### config.mk
export PLATFORM = sky130hd
export DESIGN_NAME = branch_redirect_controller
export DESIGN_NICKNAME = d
export VERILOG_FILES = /design/src/rtl/branch_redirect_controller.sv
export SDC_FILE = /design/constraint.sdc
export NUM_CORES = 1
export LEC_CHECK = 0
export ABC_CLOCK_PERIOD_IN_PS = 1100
export BUFFER_PORTS_ARGS = -buffer_cell sky130_fd_sc_hd__buf_2
export CAP_MARGIN = 10
export CORE_ASPECT_RATIO = 0.9
export CORE_MARGIN = 4
export CORE_UTILIZATION = 37
export CTS_CLUSTER_DIAMETER = 80
export DETAILED_ROUTE_END_ITERATION = 16
export MAX_ROUTING_LAYER = met4
export PLACE_DENSITY = 0.76
export REMOVE_ABC_BUFFERS = 1
export SYNTH_ARGS = -nofsm -noshare
export SYNTH_HDL_FRONTEND = slang
export SYNTH_SLANG_ARGS = --single-unit
### constraint.sdc
create_clock -name CLK -period 1.1 [get_ports CLK]
set_input_delay 0.22 -clock CLK [delete_from_list [all_inputs] [get_ports CLK]]
set_output_delay 0.22 -clock CLK [all_outputs]
set_load 0.005 [all_outputs]
### src/rtl/branch_redirect_controller.sv
// Branch/jump redirect sequencer: registered PC redirect plus 3-stage flush.
// Optional BRANCH_STATS_EN builds saturating resolved/taken branch counters.
module branch_redirect_controller #(
  parameter int STATS_WIDTH = 32
) (
  input  logic                   CLK,
  input  logic                   RESET,
  input  logic                   EX_VALID,
  input  logic [3:0]             BRANCH_SELECT,
  input  logic                   BRANCH_TAKEN,
  input  logic [31:0]            EX_TARGET,
  input  logic                   STALL,
  output logic                   REDIRECT,
  output logic [31:0]            REDIRECT_PC,
  output logic [2:0]             FLUSH,
  output logic                   MISALIGNED,
  output logic [STATS_WIDTH-1:0] BR_COUNT,
  output logic [STATS_WIDTH-1:0] BR_TAKEN_COUNT
);

  typedef enum logic {
    IDLE,
    REDIR
  } state_t;

  state_t state, state_n;
  logic   is_br;
  logic   resolve;
  logic   taken;
  logic   mis_q;
  logic   [31:0] pc_q;
  logic   unused_tgt0;

  // bit0 of the target is always cleared, so it never reaches state
  assign unused_tgt0 = EX_TARGET[0];

  // funct3 011 under bit3 is a reserved encoding, not a branch
  always_comb begin
    is_br = BRANCH_SELECT[3] &&
            (BRANCH_SELECT[2:0] != 3'b011);
  end

  // EX is only trusted in IDLE; in REDIRECT it holds wrong-path work
  always_comb begin
    resolve = (state == IDLE) && !STALL &&
              EX_VALID && is_br;
    taken   = resolve && BRANCH_TAKEN;
  end

  // state register
  always_ff @(posedge CLK) begin
    if (RESET) state <= IDLE;
    else       state <= state_n;
  end

  // next state: fire on taken, leave on the first unstalled edge
  always_comb begin
    state_n = state;
    unique case (state)
      IDLE:    if (taken)  state_n = REDIR;
      REDIR:   if (!STALL) state_n = IDLE;
      default: state_n = IDLE;
    endcase
  end

  // latch target on fire; misaligned flag lives only while redirecting
  always_ff @(posedge CLK) begin
    if (RESET) begin
      pc_q  <= 32'h0;
      mis_q <= 1'b0;
    end else if (taken) begin
      pc_q  <= {EX_TARGET[31:1], 1'b0};
      mis_q <= EX_TARGET[1];
    end else if (state_n == IDLE) begin
      mis_q <= 1'b0;
    end
  end

  assign REDIRECT    = (state == REDIR);
  assign FLUSH       = {3{state == REDIR}};
  assign REDIRECT_PC = pc_q;
  assign MISALIGNED  = mis_q;

`ifdef BRANCH_STATS_EN
  logic [STATS_WIDTH-1:0] br_cnt_q;
  logic [STATS_WIDTH-1:0] tk_cnt_q;

  // saturating counters, cleared only by reset
  always_ff @(posedge CLK) begin
    if (RESET) begin
      br_cnt_q <= '0;
      tk_cnt_q <= '0;
    end else begin
      if (resolve && (br_cnt_q != '1))
        br_cnt_q <= br_cnt_q + 1'b1;
      if (taken && (tk_cnt_q != '1))
        tk_cnt_q <= tk_cnt_q + 1'b1;
    end
  end

  assign BR_COUNT       = br_cnt_q;
  assign BR_TAKEN_COUNT = tk_cnt_q;
`else
  assign BR_COUNT       = '0;
  assign BR_TAKEN_COUNT = '0;
`endif

endmodule

; After elaboration in Yosys (flattened, before gate mapping)
; Cells that the tools add are included.
[totals]
input_bits = 41
elab_cells = 17
out_inout_bits = 101
ff_bits = 33
[op_classes]
n_mux = 5
eq_ne = 2
reduce_logical = 6
n_bitwise = 1
[ops]
columns = cell, count
row1 = 1-bit logical AND, 5
row2 = 1-bit 2-to-1 mux, 4
row3 = 3-bit by 2-bit != test with 1-bit output (second input constant), 1
row4 = 2-bit by 1-bit != test with 1-bit output (second input constant), 1
row5 = 1-bit one-hot mux with 2 select lines, 1
row6 = 1-bit logical NOT, 1
row7 = 1-bit inverter, 1

; Longest topological paths before layout
[depth]
word_depth = 9
ltp_mapped = 5
ltp_nobuf = 3

; Least setup slack after synthesis
; No wires, ideal clock.
[synth_path]
kind = flip-flop to flip-flop
start = register state, in the netlist REDIRECT
end = register pc_q[30], in the netlist REDIRECT_PC[30]
setup_time_ps = 132
n_path_buf = 2
period_less_slack_ps = 1121
setup_slack_ps = -21
stages_incl_launch_ff = 5
arrival_ps = 989
required_ps = 968
cell_sequence = dfxtp_1 -> buf_2 -> buf_2 -> o31ai_1 -> a21oi_1
[synth_between]
elab_chain_cells = 5
[synth_lines]
columns = element, line
row1 = from (decl), 26  ; state_t state, state_n;
row2 = from (signal assigned), 53  ; else state <= state_n;
row3 = 1-bit inverter, 45  ; resolve = (state == IDLE) && !STALL &&
row4 = 1-bit logical AND (2 in series), 45
row5 = 1-bit logical AND, 46  ; EX_VALID && is_br;
row6 = 1-bit logical AND, 47  ; taken = resolve && BRANCH_TAKEN;
row7 = to (signal assigned), 72  ; pc_q <= {EX_TARGET[31:1], 1'b0};
row8 = to (decl), 31  ; logic [31:0] pc_q;
; No other way between the ends.
; A chain may end at the register's enable or synchronous reset.

; Worst setup path in the final report
[layout_path]
start = register state, in the netlist REDIRECT
end = output port FLUSH[1]
[layout_lines]
columns = element, line
row1 = to (decl), 15  ; output logic [2:0] FLUSH,
; No word-level cell between the ends.

==> run metrics <==
status=finished with violations; violated checks=negative setup slack; number of global-route vias before repair=1619; CTS root buffer=clkbuf_8; DR WL/cell=14.7 µm; Clock transition at path regs=0.07 ns; Final #Nets=343; Clock Latency Late Sink=0.28 ns; largest net degree at the start of global routing=21; Max Cap Viol=0; Global Route Usage Sum=0.148; Via density=4.94; FMAX=888 MHz; Lkg Pwr=1.14 nW; Crit Path Category=reg2out; Reg2Reg Setup Slack=-0.02 ns; die width=86.4 µm; Setup WS post-layout=-0.0255 ns; Synth Register Bits=33; cell count of the worst reg-to-reg path=3; initial antenna violation count=0; number of I/O pins=142; die area=0.00678 mm²; HP Start=EX_TARGET[9]; GR Overflow Total=0; starting density of the core=0.384; Clock Path Buffers=2; fin area=0.00262 mm²; Yosys cell types=22; Worst Clk Skew=0.00383 ns; Syn. warnings=0; power per cell area=1000 mW/mm²; Final Hold Vio Count=0; initial drt markers=121; setup repair after global routing missed its margin=yes; Setup-failing EPs final=16; CTS tree=yes; Placed Cells=359; mapped cell area=0.00204 mm²; total clock sinks=33; die height=78.5 µm; syn_area_per_cell=8.81 µm²; Cells after Synth=232; first-pass GRT wire length=7800 µm; Core Area=0.00532 mm²; share of layout cells above drive strength 1=0.429; Slew Viols, Final=0; Post-Layout Cell Count=370; CTS buffer count=5; Detailed Place HPWL=3770 µm; Residual DRC=0; worst-path fanout max=5; H-Tree Level Count=2; Arr. time, crit path=0.91 ns; hold depth=3; sequential share of the synthesized area=0.323; Peak VDD IR=0.515 mV; Post-CTS Hold Buffers=0; FF-to-FF End=REDIRECT_PC[9]$_SDFFE_PP0P_; Antenna Nets Post-Route=0; final setup TNS=-0.200 ns; synthesis-to-finish area growth=28.3%; Hold Path Class=in2reg; Worst Hold End=REDIRECT_PC[9]$_SDFFE_PP0P_; period utilisation layout=1.02; Via Count=1828; Ant. Diodes=0; WL final=5430 µm; crit path capture type=output port; DRT Pass-1 Iters=4; # port buffers=75; GPL Wtd Cong=0.686; fin crit period=1.13 ns; startpoint types=register; Slowest Stage Delay on Critical Path=0.38 ns; CP required=0.88 ns; worst r2r src=REDIRECT$_SDFF_PP0_; Tot Pwr=2.62 mW; Crit-path slowest cell=dfxtp_4; placed cell areas=0.00224 mm²; critical path, cell by cell=buf_12 -> buf_6; row cnt=25
flip-flops by register name, indices dropped and copies added (netlist names):
register,count
MISALIGNED,1
REDIRECT,1
REDIRECT_PC,31
layout make-up:
| class | instances | area (µm²) |
|---|---|---|
| clock buffer | 7 | 96.3 |
| inverter | 1 | 3.75 |
| clock inverter | 1 | 5.00 |
| timing repair buffer | 92 | 644 |
| tap | 67 | 83.8 |
| fill | 531 | 2690 |
| multi-input combinational | 169 | 1130 |
| sequential | 33 | 664 |
power breakdown:
part           switching (mW)  total, mW  internal [mW]
clock                   0.445       1.01          0.566
sequential             0.0185       1.23           1.22
combinational           0.226      0.378          0.152
total                   0.689       2.62           1.93
per-stage QoR:
step,setup slack [ns],util,hold WS (ns)
floorplan,-1.03,-,0.289
global route,-0.0649,0.493,0.165
finish,-0.0255,0.493,0.186
detailed placement,-0.156,0.422,0.457
CTS,-0.0428,0.466,0.172
global placement,-0.0988,0.422,0.452
worst max-delay path by stage:
stage                         from                      endpoint  depth (start not counted)
2_1_floorplan  REDIRECT$_SDFF_PP0_       MISALIGNED$_SDFFE_PP0P_                          3
3_3_place_gp                 STALL  REDIRECT_PC[16]$_SDFFE_PP0P_                          5
3_5_place_dp                 STALL   REDIRECT_PC[3]$_SDFFE_PP0P_                          5
4_1_cts        REDIRECT$_SDFF_PP0_                      FLUSH[2]                          2
5_1_grt        REDIRECT$_SDFF_PP0_                      FLUSH[2]                          2
6_report       REDIRECT$_SDFF_PP0_                      FLUSH[1]                          2
layer usage:
metal	GRT usage	vias up	routed length [µm]
met4	0.0467	0	36
li1	-	850	-
met1	0.185	872	2260
met2	0.234	101	2610
met5	-	-	0
met3	0.0357	5	528
logic make-up after synthesis:
family	after synthesis	share of synthesized area
simple gates	41	0.131
other cells	1	0.00183
flops	33	0.323
compound gates	63	0.215
buf+inv	94	0.329
cells in the final DEF, fill, tap and decap left out:
cell,netlist,routed
and4b_1,1,1
nand4b_2,1,1
and3b_1,1,1
o31ai_1,20,5
nand2b_1,2,2
buf_2,9,71
nor2b_1,1,1
nand3_1,1,1
inv_1,1,1
dfxtp_4,0,1
a21oi_1,31,28
nor3_1,1,1
nand2_1,1,1
nand3b_1,1,1
buf_4,70,9
buf_6,6,5
dfxtp_1,33,32
buf_12,0,5
bufbuf_16,0,2
o21ai_0,2,2
clkinv_2,0,1
o31ai_4,0,10
nand4_1,31,31
conb_1,1,65
o31ai_2,10,15
clkbuf_8,0,7
a21oi_2,0,3
cells in the mapped netlist (all sizes together):
cell / count / area [µm²]
a21oi: 31 / 155
and3b: 1 / 8.76
and4b: 1 / 10.0
buf: 86 / 642
clkbuf: 7 / 26.3
conb: 1 / 3.75
dfxtp: 33 / 661
inv: 1 / 3.75
nand2: 1 / 3.75
nand2b: 2 / 12.5
nand3: 1 / 5.00
nand3b: 1 / 7.51
nand4: 31 / 194
nand4b: 1 / 15.0
nor2b: 1 / 6.26
nor3: 1 / 5.00
o21ai: 2 / 10.0
o31ai: 30 / 275
critical path: cells and delay by family (launching register included):
kind | cells | cell delay, ns
buffers and inverters | 2 | 0.25
flip-flops | 1 | 0.38
repair_timing:
| action | in CTS | in global routing |
|---|---|---|
| cloned | 2 | 0 |
| endpoints found under the setup margin | 4 | 27 |
| gates resized for setup | 12 | 23 |
| pin swaps | 0 | 12 |
| setup buffers | 1 | 0 |
Power figures use the tool's default switching activity.
